File: src/rtl/arb_mux_pkg.sv
// arb_mux_pkg: shared definitions for the 4-channel arbitrating multiplexer
// and its 1x4 demux counterpart.
//   N_CH     - number of channels (4)
//   SEL_W    - width of a channel select (2)
//   ch_sel_t - channel select type, shared with the demux select
//   rr_next  - round-robin search from the channel after `last`
package arb_mux_pkg;

    localparam int N_CH  = 4;
    localparam int SEL_W = 2;

    typedef logic [SEL_W-1:0] ch_sel_t;

    typedef struct packed {
        logic    found;
        ch_sel_t idx;
    } rr_pick_t;

    // Walks the offsets from farthest to nearest so that the nearest
    // requester after `last` overwrites any earlier hit. The offset N_CH
    // wraps back to `last` itself, which therefore has the lowest priority.
    function automatic rr_pick_t rr_next(input ch_sel_t last, input logic [N_CH-1:0] req);
        rr_pick_t pick;
        ch_sel_t  cand;
        pick = '0;
        for (int k = N_CH; k >= 1; k--) begin
            cand = last + ch_sel_t'(k);
            if (req[cand]) begin
                pick.found = 1'b1;
                pick.idx   = cand;
            end
        end
        return pick;
    endfunction

endpackage

File: src/rtl/arb_mux_4x1_rr_arb_4.sv
// rr_arb_4: round-robin pointer register plus priority search.
// Ports:
//   clk, rst_n - clock, asynchronous active-low reset
//   req        - per-channel request (already masked by the caller)
//   advance    - a grant is being taken this cycle; pointer moves to gnt_idx
//   gnt        - one-hot grant, zero when nothing is requested
//   gnt_idx    - index of the granted channel (meaningful only when |gnt)
module rr_arb_4
    import arb_mux_pkg::*;
(
    input  logic            clk,
    input  logic            rst_n,
    input  logic [N_CH-1:0] req,
    input  logic            advance,
    output logic [N_CH-1:0] gnt,
    output ch_sel_t         gnt_idx
);

    ch_sel_t  last_grant;
    rr_pick_t pick;

    always_comb begin
        // NOTE: every output of this block gets a default before any branch,
        // so no path leaves a value unassigned and no latch is inferred.
        gnt     = '0;
        pick    = rr_next(last_grant, req);
        gnt_idx = pick.idx;
        if (pick.found) begin
            gnt[pick.idx] = 1'b1;
        end
    end

    // Pointer starts at the last channel so channel 0 has first priority.
    // It only moves on a real transfer; idle cycles never rotate priority.
    always_ff @(posedge clk or negedge rst_n) begin
        // NOTE: state is updated with non-blocking assignments so every
        // register samples values from before the edge.
        if (!rst_n) begin
            last_grant <= ch_sel_t'(N_CH - 1);
        end else if (advance) begin
            last_grant <= gnt_idx;
        end
    end

endmodule

File: src/rtl/arb_mux_4x1.sv
// arb_mux_4x1: 4-to-1 round-robin arbitrating multiplexer with valid/ready
// handshakes. Merges four producer streams into one registered stream and
// tags each word with its source channel.
// Ports:
//   clk, rst_n - clock, asynchronous active-low reset
//   in_data    - per-channel data, index = channel number
//   in_valid   - per-channel valid
//   in_ready   - per-channel ready, one-hot or zero
//   out_data   - registered merged data
//   out_sel    - registered source channel of out_data
//   out_valid  - registered output valid
//   out_ready  - downstream ready
//   stall_cnt  - saturating count of stalled cycles (ARB_MUX_STALL_CNT_EN only)
// Optional feature macro: ARB_MUX_STALL_CNT_EN.
module arb_mux_4x1
    import arb_mux_pkg::*;
#(
    parameter int WIDTH = 2
) (
    input  logic                       clk,
    input  logic                       rst_n,
    input  logic [N_CH-1:0][WIDTH-1:0] in_data,
    input  logic [N_CH-1:0]            in_valid,
    output logic [N_CH-1:0]            in_ready,
    output logic [WIDTH-1:0]           out_data,
    output ch_sel_t                    out_sel,
    output logic                       out_valid,
    input  logic                       out_ready
`ifdef ARB_MUX_STALL_CNT_EN
    ,
    output logic [15:0]                stall_cnt
`endif
);

    logic            load;
    logic [N_CH-1:0] req;
    logic [N_CH-1:0] gnt;
    ch_sel_t         gnt_idx;
    logic            take;

    // The output register can accept a word when empty or being drained,
    // which gives one word per cycle under continuous traffic.
    assign load = !out_valid || out_ready;
    assign req  = load ? in_valid : '0;
    assign take = |gnt;

    rr_arb_4 u_arb (
        .clk     (clk),
        .rst_n   (rst_n),
        .req     (req),
        .advance (take),
        .gnt     (gnt),
        .gnt_idx (gnt_idx)
    );

    assign in_ready = gnt;

    // out_data/out_sel hold their last values after a drain; only out_valid
    // drops when nothing new is loaded.
    always_ff @(posedge clk or negedge rst_n) begin
        if (!rst_n) begin
            out_data  <= '0;
            out_sel   <= '0;
            out_valid <= 1'b0;
        end else if (take) begin
            out_data  <= in_data[gnt_idx];
            out_sel   <= gnt_idx;
            out_valid <= 1'b1;
        end else if (out_ready) begin
            out_valid <= 1'b0;
        end
    end

`ifdef ARB_MUX_STALL_CNT_EN
    always_ff @(posedge clk or negedge rst_n) begin
        if (!rst_n) begin
            stall_cnt <= '0;
        end else if (out_valid && !out_ready && stall_cnt != 16'hFFFF) begin
            stall_cnt <= stall_cnt + 16'd1;
        end
    end
`endif

endmodule

File: config.mk
export PLATFORM = sky130hd
export DESIGN_NAME = arb_mux_4x1
export DESIGN_NICKNAME = d
export VERILOG_FILES = /design/src/rtl/arb_mux_pkg.sv /design/src/rtl/arb_mux_4x1_rr_arb_4.sv /design/src/rtl/arb_mux_4x1.sv
export SDC_FILE = /design/constraint.sdc
export NUM_CORES = 1
export LEC_CHECK = 0
export CAP_MARGIN = 20
export CORE_MARGIN = 2
export CORE_UTILIZATION = 25
export CTS_BUF_LIST = sky130_fd_sc_hd__clkbuf_8
export CTS_CLUSTER_SIZE = 24
export DETAILED_ROUTE_END_ITERATION = 12
export PLACE_DENSITY_LB_ADDON = 0.08
export RECOVER_POWER = 100
export SKIP_CTS_REPAIR_TIMING = 1
export SLEW_MARGIN = 20
export SYNTH_ARGS = -nofsm -noshare
export SYNTH_HDL_FRONTEND = slang
export SYNTH_SLANG_ARGS = --single-unit
File: constraint.sdc
create_clock -name clk -period 3.2 [get_ports clk]
set_input_delay 0.48 -clock clk [delete_from_list [all_inputs] [get_ports clk]]
set_output_delay 0.48 -clock clk [all_outputs]
set_load 0.01 [all_outputs]
**After elaboration in Yosys (flattened, before gate mapping)**

Index checks and enable logic that the tools add are counted.

- Register bits: 7
- Bits in latches: 0
- Bits in writable memories: 0
- Memory bits (read-only): 0
- Bits of input ports: 15
- Output and inout bits: 9
- Logic and storage cells: 38
- Memories kept: 0

- Add/sub/neg operators: 3
- Multiply operators: 0
- Div/mod/pow operators: 0
- Order comparisons: 6
- Equality and inequality tests: 0
- Shifts and indexed selects: 0
- Multiplexer cells: 20
- Bitwise gates (word level): 0
- Reductions and logical operators: 5

Operator list:

| kind | number |
|---|---|
| 2-bit by 3-bit < comparator with 1-bit output (second input constant) | 5 |
| 3-bit two-way mux | 4 |
| 1-bit binary-select mux with 2-bit select | 4 |
| 4-bit two-way mux | 2 |
| 1-bit two-way mux | 7 |
| 2-bit adder (second input constant) | 2 |
| 2-bit binary-select mux with 2-bit select | 1 |
| 4-bit OR reduction | 1 |
| 2-bit by 1-bit adder with 2-bit output (second input constant) | 1 |
| 1-bit demux with 2-bit select | 1 |
| 2-bit by 1-bit >= comparator with 1-bit output (second input constant) | 1 |
| 2-bit two-way mux | 1 |
| 2-bit nonzero test | 1 |
| 1-bit logical AND | 1 |
| 1-bit logical NOT | 1 |
| 1-bit logical OR | 1 |

**Longest topological paths before layout**

- Depth in word-level cells: 16
- Depth in mapped cells: 7
- Depth with buffers taken out: 6

**Modules after synthesis**

From an unflattened synthesis, not the netlist that was laid out.

- Cell total of the unflattened synthesis: 48
- Area total of the unflattened synthesis: 521.8 µm²

Modules (own cells, without submodules):

| module | instances | cells an instance | area each (µm²) | sequential area each (µm²) |
|---|---|---|---|---|
| arb_mux_4x1 | 1 | 19 | 275.3 | 125.1 |
| rr_arb_4 | 1 | 29 | 246.5 | 52.6 |

**Worst setup path before layout**

OpenSTA, ideal clock, no wires.

- Path type: flip-flop to output port
- Start point: register u_arb.last_grant[0]
- End point: output port in_ready[3]
- Data arrival time: 1.719 ns
- Data required time: 2.720 ns
- Path slack: 1.001 ns
- Stages on the path, launching flop included: 7
- Buffers on the path: 1
- Path through: dfstp_2 -> buf_6 -> mux2i_2 -> nor2_1 -> o22a_2 -> o22ai_4 -> nor2b_1

- Longest elaborated chain between the ends: 11
- Elaborated cells between the ends (all ways): 21
- Those cells by class: 3 x add/sub; 2 x order compare; 15 x mux; 1 x reduce/logical

RTL lines:

| what | RTL line | source |
|---|---|---|
| start: declaration | arb_mux_4x1_rr_arb_4.sv:19 | `ch_sel_t last_grant;` |
| start signal: assignment | arb_mux_4x1_rr_arb_4.sv:39 | `last_grant <= ch_sel_t'(N_CH - 1);` |
| start signal: assignment | arb_mux_4x1_rr_arb_4.sv:41 | `last_grant <= gnt_idx;` |
| 2-bit adder or 1-bit binary-select mux with 2-bit select (tied branches) | arb_mux_pkg.sv:27, arb_mux_pkg.sv:28 |  |
| 1-bit binary-select mux with 2-bit select or 1-bit two-way mux (tied branches) | arb_mux_pkg.sv:28 | `if (req[cand]) begin` |
| 1-bit two-way mux (not written as such) or 3-bit two-way mux (tied branches) | arb_mux_pkg.sv:28 |  |
| 3-bit two-way mux (2 in series) | arb_mux_pkg.sv:28 |  |
| 3-bit two-way mux * | arb_mux_pkg.sv:28 |  |
| 2-bit by 3-bit < comparator with 1-bit output (not written as such) or 2-bit by 1-bit >= comparator with 1-bit output (tied branches) | arb_mux_4x1_rr_arb_4.sv:29 | `gnt[pick.idx] = 1'b1;` |
| 1-bit logical AND (not written as such) | arb_mux_4x1_rr_arb_4.sv:29 |  |
| 1-bit two-way mux (not written as such) | arb_mux_4x1_rr_arb_4.sv:29 |  |
| 1-bit demux with 2-bit select | n/a |  |
| 4-bit two-way mux * | arb_mux_4x1_rr_arb_4.sv:28 | `if (pick.found) begin` |
| end: declaration | arb_mux_4x1.sv:24 | `output logic [N_CH-1:0] in_ready,` |

Mark *: on every way between the ends. The rest lies on a longest branch, timed or not. The select of a mux whose other input is x is not followed.

**Final worst setup path**

- Start point: input port in_valid[3]
- End point: output port in_ready[2]

- Longest elaborated chain between the ends: 12
- Elaborated cells between the ends (all ways): 19
- Those cells by class: 2 x order compare; 16 x mux; 1 x reduce/logical

RTL lines:

| what | RTL line | source |
|---|---|---|
| start: declaration | arb_mux_4x1.sv:23 | `input logic [N_CH-1:0] in_valid,` |
| 4-bit two-way mux * | arb_mux_4x1.sv:44 | `assign req = load ? in_valid : '0;` |
| 1-bit binary-select mux with 2-bit select | arb_mux_pkg.sv:28 |  |
| 1-bit two-way mux (not written as such) | arb_mux_pkg.sv:28 |  |
| 3-bit two-way mux (3 in series) | arb_mux_pkg.sv:28 |  |
| 3-bit two-way mux * | arb_mux_pkg.sv:28 |  |
| 2-bit by 3-bit < comparator with 1-bit output (not written as such) or 2-bit by 1-bit >= comparator with 1-bit output (tied branches) | arb_mux_4x1_rr_arb_4.sv:29 |  |
| 1-bit logical AND (not written as such) | arb_mux_4x1_rr_arb_4.sv:29 |  |
| 1-bit two-way mux (not written as such) | arb_mux_4x1_rr_arb_4.sv:29 |  |
| 1-bit demux with 2-bit select | n/a |  |
| 4-bit two-way mux * | arb_mux_4x1_rr_arb_4.sv:28 |  |

Marked as above.

==> metrics.yaml <==
clock_tree:
  cts_sinks: 7
  h-tree-depth: 1
  worstSkewPairLatency_ns: 0.22
  numCtsBuffers: 3
  clk_pin_slew_ns: 0.04
  max-clock-path-buffers: 2
  cts_tree: "done"
  clockRootBuffer: "clkbuf_8"
yosys:
  async_flop_share: 1.00
  ys_seq_area_frac: 0.361
  synth_edf_count: 0
  ys_ff_latch: 7
  syn_nets: 66
  netlist_area_um2: 492
  ys_types: 26
  ys.flop_type: "dfrtp_1"
  avgSynthCellArea_um2: 9.64
  netlist_instances: 51
  yosys_warnings: 0
die:
  core_um2: 1900
  initial_core_util: 0.259
  die_w_um: 48.4
  die_y_um: 48.4
  num_rows: 16
  die_area_um2: 2340
  io_pins: 24
detailed_routing:
  routed_wl_um: 1190
  drt_iter0_markers: 3
  drc_errors: 0
  via_per_inst: 4.60
  wl_per_cell_um: 11.2
  vias: 488
  dr.pass1.iters: 4
  antenna_left: 0
worst_setup_path:
  cp_data_required_time_ns: 2.72
  crit_type: "input pin to output port"
  end_kind: "output port"
  critPathMaxFanout: 7
  cp_data_arrival_time_ns: 2.59
  startpoint_type: "input pin"
sta:
  final-hold-violation-count: 0
  slew_headroom: 0.720
  timing.fmax_mhz: 326
  tightest_slew_ns: 0.415
  setup_viol: 0
  slew_viol_final: 0
  fin_setup_tns_ns: 0
  min_period_ns: 3.07
  finalWorstSetupSlack_ns: 0.133
  finalCritPeriodShare: 0.959
  whs_ns: 0.475
  grt_setup_unrepaired: "no"
  clock-skew-final_ns: 0.00118
outcome:
  outcome: "complete, no violations"
grt:
  busiest_layer: "met2"
  grt_pass1_wl_um: 2050
  use_met2: 0.178
  grt_usage: 0.110
  grt_max_degree: 11
  met1_usage: 0.131
  grt-ovfl-total: 0
  grt_pass1_vias: 472
  grtUsageMet3: 0.0278
  antenna_found_initial: 0
place:
  gp_congestion: 0.735
  dpl_cell_area_um2: 759
  io_buffers: 23
  dp_hpwl_um: 954
  dp_slack_ns: 0.177
cells_and_area:
  finalInstanceArea_um2: 797
  drive_above_1_share: 0.114
  fillCellCount: 190
  area_delta_synth_final_pct: 62.1
  nets: 95
  mostFrequentLayoutCells: "clkdlybuf4s50_1 (16), nand2_1 (8), dlygate4sd3_1 (7), dfrtp_1 (5)"
  layout_commonest_cell: "clkdlybuf4s50_1"
  num_antenna_cells: 0
pwr:
  p_per_area_nw_per_um2: 779
  ir_worst_vdd_mv: 0.388
  leakage_nw: 0.322
  total_power_mw: 0.621
min_path:
  hold_class: "flop to flop"
job:
  max-cap-violations: 0
[cell usage after synthesis, types with 2 or more instances]
| cell | instances | area [um2] |
|---|---|---|
| nor2_1 | 3 | 11.3 |
| a21oi_1 | 2 | 10.0 |
| nand2_1 | 8 | 30.0 |
| dfrtp_1 | 5 | 125 |
| dfstp_2 | 2 | 52.6 |
| nor2b_1 | 2 | 12.5 |
| mux2i_1 | 4 | 40.0 |
| o221ai_1 | 2 | 17.5 |
| a21o_1 | 3 | 22.5 |
| nand2b_1 | 4 | 25.0 |
[layer usage]
| layer | share of wire | vias to the layer above |
|---|---|---|
| li1 | - | 248 |
| met1 | 0.44 | 227 |
| met2 | 0.49 | 9 |
| met3 | 0.038 | 4 |
| met4 | 0.025 | 0 |
| met5 | 0 | - |
[layout make-up]
| cell class | instances | area [um2] | share of cell area |
|---|---|---|---|
| Inverter | 1 | 3.75 | 0.00471 |
| Clock inverter | 1 | 3.75 | 0.00471 |
| Tap cell | 27 | 33.8 | 0.0424 |
| Multi-Input combinational cell | 42 | 299 | 0.375 |
| Sequential cell | 7 | 178 | 0.223 |
| Timing Repair Buffer | 25 | 238 | 0.298 |
| Clock buffer | 3 | 41.3 | 0.0518 |
[report_power, final]
part,internal (mW),switching (mW)
logic,0.183,0.144
clock network,0.0828,0.0368
registers,0.135,0.0399
[critical path: stages]
cell	delay (ns)
dlygate4sd3_1	0.60
mux2_2	0.30
a211oi_1	0.24
o22a_2	0.20
o22ai_4	0.09
nor2_1	0.12
clkdlybuf4s50_1	0.54
[kinds of logic (layout without fill, tap and decap cells)]
group	after synthesis	count (layout)	synth area share
DFF	7	7	0.361
buffers and inverters	2	30	0.0305
AOI/OAI and AO/OA	15	15	0.257
muxes	7	7	0.155
and+or+nand+nor	20	20	0.196
[registers in the layout, indices dropped and copies added, names as in the netlist]
name              flops
out_data              2
out_valid             1
out_sel               2
u_arb.last_grant      2
[metrics by stage]
stage / util / std cells
finish: 0.419 / 106
detailed placement: 0.399 / 102
CTS: 0.423 / 106
global placement: 0.399 / 102
global route: 0.419 / 106
floorplan: - / 51
[worst paths after layout]
path / from / end / slack (ns) / depth (start not counted)
max: in_valid[3] / in_ready[2] / 0.13 / 7
min: out_sel[0] / out_sel[0] / 0.48 / 1
max reg2reg: u_arb.last_grant[0] / out_data[0] / 0.96 / 7
min reg2reg: out_sel[0] / out_sel[0] / 0.48 / 1
max in group asynchronous: rst_n / u_arb.last_grant[0] / 2.33 / 1
min in group asynchronous: rst_n / out_valid / 0.58 / 1
Note: power is estimated with default switching activity, not from simulation.
